`config.mk`:
```
export PLATFORM = sky130hd
export DESIGN_NAME = regfile_wr_arbiter
export DESIGN_NICKNAME = d
export VERILOG_FILES = /design/src/rtl/regfile_wr_arbiter_pkg.sv /design/src/rtl/regfile_wr_arbiter_sync_fifo.sv /design/src/rtl/regfile_wr_arbiter.sv
export SDC_FILE = /design/constraint.sdc
export NUM_CORES = 1
export LEC_CHECK = 0
export ABC_CLOCK_PERIOD_IN_PS = 6530
export CAP_MARGIN = 10
export CORE_MARGIN = 3
export CORE_UTILIZATION = 53
export DETAILED_ROUTE_END_ITERATION = 10
export GPL_ROUTABILITY_DRIVEN = 0
export GPL_TIMING_DRIVEN = 0
export PLACE_DENSITY = 0.88
export SYNTH_ARGS = -nofsm -noshare
export SYNTH_HDL_FRONTEND = slang
export SYNTH_SLANG_ARGS = --single-unit
```
`constraint.sdc`:
```
create_clock -name clk -period 6.53 [get_ports clk]
set_clock_uncertainty 0.15 [all_clocks]
set_input_delay 1.306 -clock clk [delete_from_list [all_inputs] [get_ports clk]]
set_output_delay 1.306 -clock clk [all_outputs]
set_load 0.01 [all_outputs]
```
`src/rtl/regfile_wr_arbiter_pkg.sv`:
```
// Shared defaults and types for the register-file write-port arbiter.
package regfile_wr_arbiter_pkg;

   localparam int unsigned DW_DEF       = 32;
   localparam int unsigned AW_DEF       = 5;
   localparam int unsigned DEPTH_DEF    = 2;
   localparam int unsigned MAX_WAIT_DEF = 4;
   localparam int unsigned REG_ZERO     = 0;

   typedef enum logic [1:0] {
      ISSUE_NONE,
      ISSUE_WB,
      ISSUE_MD
   } issue_sel_e;

endpackage

```
`src/rtl/regfile_wr_arbiter_sync_fifo.sv`:
```
// In-order FIFO for MDU results; exposes per-slot valid bits and addresses
// so the arbiter can build the pending-write mask.
module sync_fifo #(
   parameter int unsigned DEPTH = 2,
   parameter int unsigned WIDTH = 37,
   parameter int unsigned AW    = 5
) (
   input  logic                      clk,
   input  logic                      reset,
   input  logic                      push,
   input  logic [WIDTH-1:0]          push_data,
   input  logic                      pop,
   output logic [WIDTH-1:0]          head_data,
   output logic                      full,
   output logic                      empty,
   output logic [$clog2(DEPTH):0]    count,
   output logic [DEPTH-1:0]          valid_vec,
   output logic [DEPTH*AW-1:0]       addr_vec
);

   localparam int unsigned PW = $clog2(DEPTH);
   localparam int unsigned CW = PW + 1;

   logic [WIDTH-1:0] mem [DEPTH];
   logic [PW-1:0]    wr_ptr;
   logic [PW-1:0]    rd_ptr;

   always_ff @(posedge clk) begin
      if (push)
         mem[wr_ptr] <= push_data;
   end

   // Clear-on-pop precedes set-on-push so a same-slot pair leaves the slot valid.
   always_ff @(posedge clk) begin
      if (reset) begin
         wr_ptr    <= '0;
         rd_ptr    <= '0;
         count     <= '0;
         valid_vec <= '0;
      end else begin
         if (pop) begin
            valid_vec[rd_ptr] <= 1'b0;
            rd_ptr            <= rd_ptr + PW'(1);
         end
         if (push) begin
            valid_vec[wr_ptr] <= 1'b1;
            wr_ptr            <= wr_ptr + PW'(1);
         end
         case ({push, pop})
            2'b10:   count <= count + CW'(1);
            2'b01:   count <= count - CW'(1);
            default: count <= count;
         endcase
      end
   end

   always_comb begin
      addr_vec = '0;
      for (int unsigned i = 0; i < DEPTH; i++)
         addr_vec[i*AW +: AW] = mem[i][WIDTH-1 -: AW];
   end

   assign head_data = mem[rd_ptr];
   assign full      = (count == CW'(DEPTH));
   assign empty     = (count == '0);

endmodule

```
`src/rtl/regfile_wr_arbiter.sv`:
```
// Shares the register-file write port between the WB stage and queued MDU
// results; WB has priority, bounded by a starvation limit and a WAW guard.
module regfile_wr_arbiter
   import regfile_wr_arbiter_pkg::*;
#(
   parameter int unsigned DW       = DW_DEF,
   parameter int unsigned AW       = AW_DEF,
   parameter int unsigned DEPTH    = DEPTH_DEF,
   parameter int unsigned MAX_WAIT = MAX_WAIT_DEF
) (
   input  logic                    clk,
   input  logic                    reset,
   input  logic                    wb_valid,
   input  logic [AW-1:0]           wb_addr,
   input  logic [DW-1:0]           wb_data,
   output logic                    wb_ready,
   input  logic                    md_valid,
   input  logic [AW-1:0]           md_addr,
   input  logic [DW-1:0]           md_data,
   output logic                    md_ready,
   output logic                    rf_we,
   output logic [AW-1:0]           rf_waddr,
   output logic [DW-1:0]           rf_wdata,
   output logic [2**AW-1:0]        pend_mask,
   output logic [$clog2(DEPTH):0]  md_fifo_cnt
);

   localparam int unsigned SW = $clog2(MAX_WAIT + 1);
   localparam int unsigned EW = AW + DW;

   logic [EW-1:0]       head;
   logic                fifo_full;
   logic                fifo_empty;
   logic [DEPTH-1:0]    slot_vld;
   logic [DEPTH*AW-1:0] slot_addr;
   logic                md_push;
   logic                md_pop;
   logic                force_md;
   logic                wb_hit;
   logic [SW-1:0]       starve_cnt;
   issue_sel_e          sel;

   sync_fifo #(
      .DEPTH (DEPTH),
      .WIDTH (EW),
      .AW    (AW)
   ) u_md_fifo (
      .clk       (clk),
      .reset     (reset),
      .push      (md_push),
      .push_data ({md_addr, md_data}),
      .pop       (md_pop),
      .head_data (head),
      .full      (fifo_full),
      .empty     (fifo_empty),
      .count     (md_fifo_cnt),
      .valid_vec (slot_vld),
      .addr_vec  (slot_addr)
   );

   assign md_ready = !fifo_full;
   assign md_push  = md_valid && md_ready && (md_addr != AW'(REG_ZERO));

   always_comb begin
      pend_mask = '0;
      for (int unsigned i = 0; i < DEPTH; i++)
         if (slot_vld[i])
            pend_mask[slot_addr[i*AW +: AW]] = 1'b1;
   end

   // wb_ready is kept independent of wb_valid to avoid a combinational loop
   // through the pipeline's stall logic.
   assign force_md = (starve_cnt == SW'(MAX_WAIT));
   assign wb_hit   = (wb_addr != AW'(REG_ZERO)) && pend_mask[wb_addr];
   assign wb_ready = !force_md && !wb_hit;

   always_comb begin
      sel = ISSUE_NONE;
      if (wb_valid && wb_ready && (wb_addr != AW'(REG_ZERO)))
         sel = ISSUE_WB;
      else if (!fifo_empty)
         sel = ISSUE_MD;
   end

   assign md_pop = (sel == ISSUE_MD);

   always_ff @(posedge clk) begin
      if (reset) begin
         rf_we      <= 1'b0;
         rf_waddr   <= '0;
         rf_wdata   <= '0;
         starve_cnt <= '0;
      end else begin
         rf_we <= (sel != ISSUE_NONE);
         case (sel)
            ISSUE_WB: begin
               rf_waddr <= wb_addr;
               rf_wdata <= wb_data;
            end
            ISSUE_MD: begin
               rf_waddr <= head[EW-1 -: AW];
               rf_wdata <= head[DW-1:0];
            end
            default: ;
         endcase
         if (fifo_empty || md_pop)
            starve_cnt <= '0;
         else if (!force_md)
            starve_cnt <= starve_cnt + SW'(1);
      end
   end

endmodule

```
==> results of run 1 <==
[cell usage after synthesis, types with 5 or more instances]
cell type / count
nand2_1: 80
edfxtp_1: 74
o21ai_0: 51
dfxtp_1: 48
nand4_1: 39
mux2i_1: 38
clkbuf_1: 30
o22ai_1: 30
o21ai_1: 25
buf_2: 9
a21oi_1: 7
inv_1: 7
nand3_1: 7
nor2_1: 7
nand2b_1: 6
nand4b_1: 6
nand4bb_1: 6
o221ai_1: 6
and3_1: 5
nor4_1: 5
[worst reg2reg max path, cell delays in order (launching register included)]
cell,delay (ns)
edfxtp_1,0.51
nand4bb_1,0.40
o22ai_1,0.30
o22ai_1,0.09
nor4_1,0.51
a31o_2,0.32
buf_2,0.24
and3_1,0.19
ha_1,0.25
or3_1,0.35
a21oi_1,0.17
[power by group]
part / switching (mW) / internal (mW) / leakage, nW / total, mW
logic: 0.549 / 0.408 / 1.34 / 0.957
clock network: 0.344 / 0.670 / 0.304 / 1.01
registers: 0.0840 / 0.989 / 1.09 / 1.07
total: 0.977 / 2.07 / 2.73 / 3.04
[per-stage QoR]
stage | power, mW | hold slack (ns) | instances | instance area (um2)
floorplan | 1.61 | 0.351 | 553 | 5800
detailed placement | 2.00 | 0.389 | 841 | 7520
global route | 3.16 | 0.433 | 873 | 8170
global placement | 1.96 | 0.360 | 839 | 7470
finish | 3.04 | 0.408 | 873 | 8170
CTS | 3.03 | 0.403 | 873 | 8170
[area by class of cell]
| cell class | instances | area, um2 |
|---|---|---|
| Buffer | 46 | 208 |
| Clock buffer | 18 | 428 |
| Clock inverter | 14 | 220 |
| Fill cell | 661 | 2290 |
| Inverter | 8 | 30.0 |
| Multi-Input combinational cell | 377 | 2390 |
| Sequential cell | 122 | 3180 |
| Tap cell | 136 | 170 |
| Timing Repair Buffer | 152 | 1540 |
[state kept, by name (all words and copies together) (netlist names), named ones only]
| register | flops |
|---|---|
| u_md_fifo.mem | 74 |
| rf_wdata | 32 |
| rf_waddr | 5 |
| starve_cnt | 3 |
| u_md_fifo.count | 2 |
| u_md_fifo.valid_vec | 2 |
| rf_we | 1 |
| u_md_fifo.rd_ptr | 1 |
| u_md_fifo.wr_ptr | 1 |
[cell families after synthesis]
| family | count (synthesis) | synth area share [%] |
|---|---|---|
| AND/OR/NAND/NOR | 184 | 17.2 |
| adder cells (fa/ha/maj) | 3 | 0.647 |
| buffers and inverters | 54 | 4.10 |
| flip-flops | 122 | 54.9 |
| XOR/XNOR | 4 | 0.604 |
| multiplexers | 38 | 6.56 |
| AO/OA/AOI/OAI | 148 | 16.0 |
[final timing paths]
check,start,endpoint,slack (ns),cells past startpoint
setup / recovery,wb_addr[0],wb_ready,1.00,10
hold / removal,u_md_fifo.rd_ptr,u_md_fifo.valid_vec[0],0.41,2
setup reg to reg,u_md_fifo.mem[1][33],u_md_fifo.count[1],2.98,10
hold reg to reg,u_md_fifo.rd_ptr,u_md_fifo.valid_vec[0],0.41,2
[routing by layer]
metal  routed length [um]  up-vias  track usage (%)
li1                     -     2460                -
met1                 6350     2550             34.1
met2                 8770      420             47.0
met3                 1950       65             5.75
met4                  636        0             13.0
met5                    0        -            0.417
==> metrics.cfg, run 1 <==
[route]
vias = 5495
wl_per_cell_um = 20.3
avgViaCountPerCell = 6.29
drc = 0
ant_nets = 0
firstDrtPassIters = 6
drt_iter0_markers = 682
wl_um = 17700

[logic_synthesis]
ys_seq_area_share_pct = 54.9
synth_fp_nets = 634
syn_inst = 553
synth-main-ff-cell = edfxtp_1
yosys_warnings = 0
netlist_area_mm2 = 0.00580
yosys.area.top_type_share_pct = 38.3
synthTopCellsByArea = edfxtp_1, dfxtp_1, mux2i_1
yosys.area.top_type = edfxtp_1
avgSynthCellArea_um2 = 10.5
ys_types = 55
synth_edf_count = 74
async_flop_share_pct = 0
synth-seq-cells = 122

[critical_path]
cp_cell_sequence = clkdlybuf4s50_1 > clkbuf_1 > nor3b_1 > o221ai_1 > a21boi_0 > nor4_1 > nand3_1 > nor2_1 > a21boi_0 > clkdlybuf4s50_1
cp.required_ns = 5.07
cp_slowest_stage_delay_ns = 0.52
cp_slowest_cell = clkdlybuf4s50_1
worst-path-buf-inv = 3
worstSetupPathType = input port to output port
cp.arrival_ns = 4.07
cp-end-kind = output port
worst_setup_path_start_kind = input port
crit_family = buffers and inverters
cp_max_fo = 10

[clock_network]
clock-root-buffer = clkbuf_8
clk_latency_ns = 0.52
clk_pin_slew_ns = 0.06
cts-buffers-inserted = 17
postCtsSetupBuffers = 0
ctsResizeCount = 0
ctsHoldBuffers = 0
tritoncts = built
cts.path.max_buffers = 2
htree_levels = 4
cts_sinks = 122

[timing]
drv_slew = 0
fmax_ghz = 0.181
slew_headroom_pct = 47.3
setup_viol = 0
finalWorstSetupSlack_ns = 1.00
period_needed_ns = 5.53
hold_viol = 0
fin_tns_setup_ns = 0
finalCritPeriodShare_pct = 84.6
worst_pin_slew_ns = 0.791
rsz0062_at_grt = no

[placement]
pre_cts_ws_ns = 1.08
place.port_buffers = 150
place_hpwl_um = 12000

[grt]
grt_pass1_vias = 5338
grt_overflow = 0
antenna_found_initial = 0
grt_usage_pct = 27.8
grt_pass1_wl_um = 27200
grt_max_degree = 26

[die]
die-area_mm2 = 0.0122
rows = 37
die_x_um = 111
core_region_area_mm2 = 0.0105
start_util_pct = 55.4
io_pins = 152
die_y_um = 111

[power]
cellPowerDensity_mw_per_mm2 = 373
power_leakage_nw = 2.73
peakVddDrop_uv = 225

[layout]
n_antenna_cell = 0
nNetsFinal = 805
final_common_cell = clkdlybuf4s50_1
drive_above_1_share_pct = 9.09
areaGrowthSynthToFinish_pct = 41.0
fin_util_pct = 78.1
final_cell_mix = clkdlybuf4s50_1, nand2_1, edfxtp_1, o21ai_0, dfxtp_1

[run]
drv_cap = 0

[hold_path]
hold_path.class = register to register

[outcome]
status = finished, final reports clean

Note: power is estimated with default switching activity, not from simulation.
==> run 2, diff against run 1 <==
Settings changed: ABC_CLOCK_PERIOD_IN_PS 6530 to 5300, CORE_UTILIZATION 53 to 49, PLACE_DENSITY 0.88 to 0.82.
Clock period 6.53 ns to 5.3 ns, I/O delays scaled along.
==> run 2 against run 1 <==
- cell count rose by 0.80%
- via count fell by 0.82%
- setup slack got worse by 0.73 ns
- flip-flop and latch count did not move
- power rose by 22%
- register-to-register slack got worse by 1.2 ns
- sequential share of layout area barely moved
- wire length fell by 2.9%
- non-clock buffer count did not move
- largest cell class unchanged
==> metrics.cfg, run 2 (synthesis results as in run 1) <==
[die]
core_region_area_mm2 = 0.0115
start_util_pct = 50.3
rows = 39
die_y_um = 115
die_x_um = 115
die-area_mm2 = 0.0132
io_pins = 152

[power]
netSwitchingFraction_pct = 32.2
power_switching_mw = 1.19
cellPowerDensity_mw_per_mm2 = 454
power_leakage_nw = 2.73
intPower_mw = 2.51
p_seq_share_pct = 35.6
p_total_mw = 3.71
peakVddDrop_uv = 325
clock_power_share_pct = 32.7
comb_power_share_pct = 31.7

[clock_network]
ctsResizeCount = 0
ctsHoldBuffers = 0
htree_levels = 4
clock-root-buffer = clkbuf_16
clk_latency_ns = 0.41
postCtsSetupBuffers = 0
cts-buffers-inserted = 17
tritoncts = built
cts.path.max_buffers = 2
clk_pin_slew_ns = 0.05
cts_sinks = 122

[route]
firstDrtPassIters = 6
ant_nets = 0
wl_per_cell_um = 19.5
drt_iter0_markers = 969
vias = 5450
drc = 0
avgViaCountPerCell = 6.19
wl_um = 17200

[critical_path]
worstSetupPathType = input port to output port
cp_slowest_stage_delay_ns = 0.56
worst-path-buf-inv = 4
cp_slowest_cell = clkdlybuf4s50_1
worstRegToRegCells = 10
cp-end-kind = output port
cp.required_ns = 4.09
cp_max_fo = 10
crit_family = buffers and inverters
cp_cell_sequence = clkdlybuf4s50_1 > buf_2 > clkbuf_1 > nand3_1 > o32ai_1 > a22oi_1 > nand3_1 > nor2_1 > a21boi_0 > clkdlybuf4s50_1
ff2ff_setup_slack_ns = 1.74
crit_cells = 10
worst_setup_path_start_kind = input port
cp.arrival_ns = 3.82

[layout]
n_antenna_cell = 0
top_regs = u_md_fifo.mem x74, rf_wdata x32, rf_waddr x5
fin_util_pct = 70.9
final_cell_mix = clkdlybuf4s50_1, nand2_1, edfxtp_1, o21ai_0, dfxtp_1
largest-register = u_md_fifo.mem
largest_register_ffs = 74
final_common_cell = clkdlybuf4s50_1
drive_above_1_share_pct = 8.96
nNetsFinal = 805
areaGrowthSynthToFinish_pct = 40.9
final_cell_area_mm2 = 0.00817

[hold_path]
hold_path.class = register to register
holdPathStages = 2

[timing]
drv_slew = 0
finalWorstSetupSlack_ns = 0.273
fmax_ghz = 0.199
period_needed_ns = 5.03
setup_viol = 0
hold_viol = 0
finalCritPeriodShare_pct = 94.8
rsz0062_at_grt = no
fin_tns_setup_ns = 0
slew_headroom_pct = 44.4
worst_pin_slew_ns = 0.834

[placement]
placed_cell_area_mm2 = 0.00755
place.port_buffers = 150
pre_cts_ws_ns = 0.340
place_hpwl_um = 12200

[run]
drv_cap = 0

[grt]
grt_pass1_wl_um = 26700
grt_pass1_vias = 5250
grt_overflow = 0
grt_max_degree = 24
grt_usage_pct = 25.7
antenna_found_initial = 0

[outcome]
status = finished, final reports clean

==> run 2: cell type report <==
class,instances,area [um2]
Buffer,46,208
Clock buffer,17,425
Clock inverter,15,196
Fill cell,830,3350
Inverter,8,30.0
Multi-Input combinational cell,377,2390
Sequential cell,122,3180
Tap cell,143,179
Timing Repair Buffer,152,1560
==> run 2: power by group through the flow <==
stage / combinational [mW] / clock [mW] / sequential [mW]
final: 1.17 / 1.21 / 1.32
after global routing: 1.28 / 1.26 / 1.34
after CTS: 1.17 / 1.21 / 1.32
after detailed placement: 1.16 / 0 / 1.34
after global placement: 1.09 / 0 / 1.34
after floorplan: 0.624 / 0 / 1.36
==> run 2: stage by stage <==
step           instances  hold slack, ns
6_report             880           0.391
3_5_place_dp         848           0.376
4_1_cts              880           0.380
3_3_place_gp         846           0.368
5_1_grt              880           0.431
2_1_floorplan        553           0.351
==> run 2: final timing paths <==
check / start / endpoint
max: wb_addr[2] / wb_ready
min reg2reg: u_md_fifo.rd_ptr / u_md_fifo.valid_vec[0]
max reg2reg: u_md_fifo.mem[1][32] / u_md_fifo.count[1]
min: u_md_fifo.rd_ptr / u_md_fifo.valid_vec[0]
==> run 2: per-layer routing <==
layer | GRT usage, % | share of wire (%)
met1 | 34.3 | 40
met2 | 41.8 | 48
met3 | 5.84 | 9.8
met4 | 8.29 | 2.4
met5 | 0 | 0
==> run 2: worst register-to-register path, cell delays in order, from the launching register on <==
cell and delay (ns):
edfxtp_1 0.50, nand4bb_1 0.41, o22ai_1 0.31, o22ai_1 0.11, nor4_1 0.48, a31o_2 0.34
buf_2 0.25, and3_1 0.18, ha_1 0.25, or3_1 0.35, a21oi_1 0.14
==> run 3, diff against run 2 <==
Settings changed: MAX_ROUTING_LAYER set to met4.
==> run 3 against run 2 <==
- utilization unchanged
- final area unchanged
- clock power about the same
- critical path depth unchanged
- non-clock buffer count unchanged
- count of clock-buffer cells in the layout unchanged
- via count decreased by 0.59%
- flip-flop and latch count unchanged
- wire length decreased by 0.16%
- hold slack improved by 0.0070 ns
- critical path type unchanged
- critical endpoint unchanged
- largest cell class unchanged
- highest routed layer unchanged
==> metrics.cfg, run 3 (synthesis results as in run 1) <==
[die]
rows = 39
die_x_um = 115
io_pins = 152
die_y_um = 115
start_util_pct = 50.3
core_region_area_mm2 = 0.0115
die-area_mm2 = 0.0132

[timing]
rsz0062_at_grt = no
period_needed_ns = 5.01
fin_tns_setup_ns = 0
slew_headroom_pct = 46.1
whs_ns = 0.398
setup_viol = 0
finalCritPeriodShare_pct = 94.6
drv_slew = 0
fmax_ghz = 0.199
worst_pin_slew_ns = 0.809
hold_viol = 0
finalWorstSetupSlack_ns = 0.287

[route]
wl_um = 17200
firstDrtPassIters = 6
vias = 5418
drc = 0
wl_per_cell_um = 19.5
drt_iter0_markers = 880
avgViaCountPerCell = 6.16
ant_nets = 0

[grt]
grt_usage_pct = 26.5
antenna_found_initial = 0
grt_max_degree = 24
grt_pass1_vias = 5254
grt_util_met2_pct = 41.6
met3_usage_pct = 5.21
grt_overflow = 0
busiest_layer = met2
use_met1_pct = 34.5
grt_pass1_wl_um = 26600

[critical_path]
cp-end-kind = output port
worst_setup_path_start_kind = input port
cp_slowest_cell = clkdlybuf4s50_1
cp.arrival_ns = 3.80
worst-path-buf-inv = 4
cp_max_fo = 10
crit_family = buffers and inverters
worstSetupPathType = input port to output port
cp_cell_sequence = clkdlybuf4s50_1 > buf_2 > clkbuf_1 > nand3_1 > o32ai_1 > a22oi_1 > nand3_1 > nor2_1 > a21boi_0 > clkdlybuf4s50_1
cp_slowest_stage_delay_ns = 0.56
cp.required_ns = 4.09

[clock_network]
postCtsSetupBuffers = 0
htree_levels = 4
clock-root-buffer = clkbuf_16
clk_latency_ns = 0.41
clk_pin_slew_ns = 0.05
ctsHoldBuffers = 0
tritoncts = built
cts.path.max_buffers = 2
ctsResizeCount = 0
cts_sinks = 122
cts-buffers-inserted = 17

[layout]
final_cell_mix = clkdlybuf4s50_1, nand2_1, edfxtp_1, o21ai_0, dfxtp_1
drive_above_1_share_pct = 8.96
nNetsFinal = 805
n_antenna_cell = 0
final-seq-area_mm2 = 0.00318
top_regs = u_md_fifo.mem x74, rf_wdata x32, rf_waddr x5
multiInputGateArea_mm2 = 0.00239
areaGrowthSynthToFinish_pct = 40.9
largest_register_ffs = 74
fin_util_pct = 70.9
largest-register = u_md_fifo.mem
final_common_cell = clkdlybuf4s50_1
fillers = 830

[placement]
place_hpwl_um = 12200
pre_cts_ws_ns = 0.340
place.port_buffers = 150

[power]
power_leakage_nw = 2.73
cellPowerDensity_mw_per_mm2 = 454
peakVddDrop_uv = 326

[hold_path]
hold_path.class = register to register

[outcome]
status = finished, final reports clean

[run]
drv_cap = 0

-- run 3: cell counts in the layout (fill, tap and decap cells not counted) --
Identical to the previous run, type by type.
-- run 3: layout make-up --
cell class	count	area share, %
Timing Repair Buffer	152	19.1
Buffer	46	2.54
Sequential cell	122	39.0
Clock inverter	15	2.40
Clock buffer	17	5.21
Multi-Input combinational cell	377	29.3
Tap cell	143	2.19
Inverter	8	0.368
-- run 3: metrics by stage --
step                total power [mW]  cells  instance area, um2
finish                          3.71    880                8170
detailed placement              2.49    848                7550
global route                    3.88    880                8170
floorplan                       1.98    553                5800
CTS                             3.70    880                8170
global placement                2.42    846                7480
-- run 3: report_power, final --
group / switching (mW) / internal [mW] / total [mW]
logic: 0.667 / 0.509 / 1.18
registers: 0.102 / 1.22 / 1.32
clock network: 0.424 / 0.787 / 1.21
-- run 3: tightest hold or removal path, stage by stage (launching register included) --
cell and delay, ns:
dfxtp_1 0.35, o21ai_0 0.09, a21oi_1 0.06
-- run 3: path summary, 6_finish.rpt --
check | start | cells after the start | endpoint | slack [ns]
max | wb_addr[2] | 10 | wb_ready | 0.29
min | u_md_fifo.count[1] | 2 | u_md_fifo.count[1] | 0.40
max reg2reg | u_md_fifo.mem[0][34] | 10 | u_md_fifo.count[1] | 1.77
min reg2reg | u_md_fifo.count[1] | 2 | u_md_fifo.count[1] | 0.40
-- run 3: routing by layer --
layer  vias to the layer above  wire (um)
met5                         -          0
met4                         0        330
met3                        36       1580
met2                       362       8210
met1                      2562       7050
li1                       2458          -
==> RTL edit 1, RTL diff (settings of run 2) <==
Set the package constant `MAX_WAIT_DEF` to 8 (it was 4).
--- a/src/rtl/regfile_wr_arbiter_pkg.sv
+++ b/src/rtl/regfile_wr_arbiter_pkg.sv
@@ -4,7 +4,7 @@
    localparam int unsigned DW_DEF       = 32;
    localparam int unsigned AW_DEF       = 5;
    localparam int unsigned DEPTH_DEF    = 2;
-   localparam int unsigned MAX_WAIT_DEF = 4;
+   localparam int unsigned MAX_WAIT_DEF = 8;
    localparam int unsigned REG_ZERO     = 0;
 
    typedef enum logic [1:0] {
Function: same outputs for any inputs over 4 cycles, from zero or initial values and one cycle with reset high; that may be too few to reach the edited logic, so the function may still have changed.
==> RTL edit 1 against run 2 <==
  * Global-route usage decreased by 1.0 points
  * Synthesized cell count increased by 1.1%
  * Synthesized area increased by 7.0%
  * Final area increased by 5.0%
  * First-iteration DRC count decreased by 30%
  * Routed wire length increased by 1.5%
  * Cell count increased by 3.5%
  * Largest cell class unchanged
  * Utilization decreased by 0.71 points
  * Combinational power increased by 18%
  * Worst setup slack got worse by 71 ps
  * Power increased by 3.1%
  * Sequential cell count increased by 1
  * Register-to-register slack got worse by 60 ps
==> RTL edit 1: results (changes against run 2) <==
Run status
  • Run status: finished, final reports clean (unchanged)

GRT
  • Met2 usage: 41.4% (was 41.8%)
  • Largest net degree at the start of global routing: 23 (was 24)
  • First-pass GRT wire length: 27.6 mm (was 26.7 mm)
  • M3 GR Usage: 7.89% (was 5.84%)
  • Grt met1 use: 29.1% (was 34.3%)
  • Vias in the first global route: 5385 (was 5250)
  • Total track usage: 24.6% (was 25.7%)

Synthesis
  • Multiplexer share of the synthesized area: 15.3% (was 6.56%)
  • Area contributors post-synth: edfxtp_1, dfxtp_1, mux2_4 (was edfxtp_1, dfxtp_1, mux2i_1)
  • Post-synth top cells: nor2_1, edfxtp_1, dfxtp_1 (was nand2_1, edfxtp_1, o21ai_0)
  • Post-synthesis compound-gate area fraction: 10.9% (was 16.0%)
  • Net Count, Synth: 640 (was 634)
  • Adder-cell area share of the yosys netlist: 0.605% (was 0.647%)
  • Synth Instances: 559 (was 553)
  • Post-synthesis sequential area ratio: 51.6% (was 54.9%)

STA
  • Final hold slack: 397 ps (was 391 ps)

Layout
  • Share of cells above drive strength 1: 13.6% (was 8.96%)
  • FF+latch count: 123 (was 122)
  • Layout Nets: 811 (was 805)
  • Bufs w/o clock: 193 (was 198)
  • Seq area share: 37.3% (was 39.0%)
  • Area of the multi-input gates: 0.00280 mm2 (was 0.00239 mm2)
  • FILL cells: 838 (was 830)
  • NonClk Buf Share: 20.5% (was 21.6%)
  • Clock network area share: 6.74% (was 7.61%)

Routing
  • Iter 0 DRT Violations: 682 (was 969)

Setup path
  • WP data arrival: 3890 ps (was 3820 ps)
  • FF-to-FF setup slack: 1680 ps (was 1740 ps)
  • R2r worst-path depth: 9 (was 10)

Power and ir drop
  • P_sw: 1270 uW (was 1190 uW)

Placement
  • DP Cell Count: 879 (was 848)
  • HPWL Detailed: 12.3 mm (was 12.2 mm)
## RTL edit 1: cell types whose count changed after synthesis, sizes merged, moves of 5 or more
cell and delta:
nor2 +84, o21ai -75, nand2 -67, mux2 +38
nand4 -36, a21oi +35, nor2b +33, nand2b +5
nor3 +5
## RTL edit 1: per-stage QoR
step | total power (uW) | instance area (um2) | setup WS, ps
after floorplan | 2160 | 6200 | 1430
after global placement | 2620 | 7920 | 97.3
after detailed placement | 2680 | 7990 | 66.8
after CTS | 3820 | 8560 | 34.9
after global routing | 4000 | 8580 | 36.1
final | 3820 | 8580 | 202
## RTL edit 1: routing by layer
| metal | wire length (um) | up-vias |
|---|---|---|
| met2 | 8420 | 332 |
| li1 | - | 2399 |
| met4 | 530 | 0 |
| met1 | 6770 | 2478 |
| met3 | 1740 | 55 |
| met5 | 0 | - |
## RTL edit 1: worst reg2reg max path: cells and delay by family (launching register included)
family,cells,cell delay (ps)
flops,1,510
compound gates,6,1820
simple gates,2,730
fa+ha+maj,1,350
==> RTL edit 2, RTL diff (config.mk and constraints of run 2) <==
Without the edit above. Register the output `md_fifo_cnt`, without a reset; this adds one clock of latency there. The other outputs are not delayed to match.
--- a/src/rtl/regfile_wr_arbiter.sv
+++ b/src/rtl/regfile_wr_arbiter.sv
@@ -28,6 +28,8 @@
    localparam int unsigned SW = $clog2(MAX_WAIT + 1);
    localparam int unsigned EW = AW + DW;
 
+   logic [$clog2(DEPTH):0] md_fifo_cnt_d;
+
    logic [EW-1:0]       head;
    logic                fifo_full;
    logic                fifo_empty;
@@ -53,7 +55,7 @@
       .head_data (head),
       .full      (fifo_full),
       .empty     (fifo_empty),
-      .count     (md_fifo_cnt),
+      .count     (md_fifo_cnt_d),
       .valid_vec (slot_vld),
       .addr_vec  (slot_addr)
    );
@@ -110,5 +112,9 @@
       end
    end
 
+   always_ff @(posedge clk) begin
+      md_fifo_cnt <= md_fifo_cnt_d;
+   end
+
 endmodule
 
Check against the original RTL: not equivalent (Yosys sat finds a counterexample within 4 cycles, from zero or initial values and one cycle with reset high).
==> RTL edit 2 against run 2 <==
  * Power increased by 0.66%
  * Final area increased by 3.2%
  * Synthesized area increased by 5.0%
  * Critical path depth decreased by 2
  * Worst setup slack improved by 58 ps
  * Via count about the same
  * Sequential cell count increased by 2
  * Routed wire length increased by 0.77%
  * Critical path type unchanged
  * Critical endpoint unchanged
  * Highest routed layer unchanged
==> RTL edit 2: results (changes against run 2) <==
Worst hold path
  • Worst hold path depth: 0 (was 2)
  • Hold_sp: u_md_fifo.count[1]$_SDFFE_PP0P_ (was u_md_fifo.rd_ptr$_SDFFE_PP0N_)

Routing
  • M1 WL: 7.01 mm (was 6.90 mm)
  • WL met2: 8.21 mm (was 8.20 mm)
  • Iter 0 DRT Violations: 808 (was 969)
  • Vias per cell: 5.78 (was 6.19)
  • DR WL/cell: 18.4 um (was 19.5 um)
  • Initial DRT Pass Iterations: 7 (was 6)
  • Via Count: 5448 (was 5450)
  • Routed wl met3: 1.69 mm (was 1.68 mm)

Layout
  • Share of cells above drive strength 1: 8.90% (was 8.96%)
  • Layout Nets: 843 (was 805)

Setup path
  • FF-to-FF setup slack: 1970 ps (was 1740 ps)
  • Crit path capture: wb_ready (unchanged)
  • Reg2reg start: u_md_fifo.mem[0][33]$_DFFE_PP_ (was u_md_fifo.mem[1][32]$_DFFE_PP_)
  • Slowest cell delay on critical path: 600 ps (was 560 ps)
  • Crit path from: wb_addr[0] (was wb_addr[2])
  • WP data arrival: 3760 ps (was 3820 ps)

Synthesis
  • Synth async-reset ratio: 0% (unchanged)
  • Post-synth EDFFs: 74 (unchanged)
  • Post-synthesis sequential area ratio: 52.9% (was 54.9%)
  • Post-synth top cells: nor2_1, edfxtp_1, o21ai_0 (was nand2_1, edfxtp_1, o21ai_0)
  • Synth Area per Inst: 10.3 um2 (was 10.5 um2)
  • Synth unique cells: 61 (was 55)
  • Area contributors post-synth: edfxtp_1, dfxtp_1, mux2i_1 (unchanged)
  • Net Count, Synth: 673 (was 634)

Power and ir drop
  • Switching Fraction: 32.8% (was 32.2%)
  • Comb power: 1270 uW (was 1170 uW)
  • P_clk: 1140 uW (was 1210 uW)
  • Leak: 0.00286 uW (was 0.00273 uW)
  • Peak VDD IR: 273 uV (was 325 uV)
  • Int Power: 2510 uW (about the same)

Clock network
  • Hold Buf Count CTS: 0 (unchanged)
  • Number of CTS-inserted buffers: 17 (unchanged)

GRT
  • Total track usage: 24.8% (was 25.7%)
  • First-pass GRT wire length: 27.6 mm (was 26.7 mm)
  • Grt met1 use: 30.6% (was 34.3%)
  • Vias in the first global route: 5398 (was 5250)
  • Met2 usage: 41.8% (about the same)

Placement
  • Port Buffers: 149 (was 150)
  • Dpl ws: 407 ps (was 340 ps)
  • HPWL Detailed: 12.3 mm (was 12.2 mm)
  • DP Cell Count: 911 (was 848)
  • DP Area: 0.00785 mm2 (was 0.00755 mm2)

STA
  • Rel. slew slack: 37.8% (was 44.4%)
  • Final hold slack: 246 ps (was 391 ps)
  • Final setup margin: 331 ps (was 273 ps)

Run status
  • Run status: finished, final reports clean (unchanged)
-- RTL edit 2: changes by cell type after synthesis, sizes merged, moves of 6 or more --
cell,delta
a21oi,+35
buf,+10
nand3,-6
nand4,-37
clkbuf,-7
nand2,-69
nor2,+77
nand2b,+34
-- RTL edit 2: cell families (layout without fill, tap and decap cells) --
group / after synthesis / count (layout) / synth area share (%)
buffers and inverters: 56 / 239 / 4.29
AOI/OAI and AO/OA: 189 / 189 / 19.5
DFF: 124 / 124 / 52.9
muxes: 38 / 38 / 6.25
xor gates and xnor gates: 6 / 6 / 0.863
adders and majority gates: 3 / 3 / 0.616
and+or+nand+nor: 176 / 176 / 15.6
-- RTL edit 2: cell type report --
type / count / area, um2
multi-input cells: 412 / 2620
clock buffers: 19 / 433
repair buffers: 151 / 1530
inverters: 7 / 26.3
fillers: 858 / 3630
clock inverters: 13 / 150
well taps: 168 / 210
flip-flops and latches: 124 / 3220
plain buffers: 49 / 235
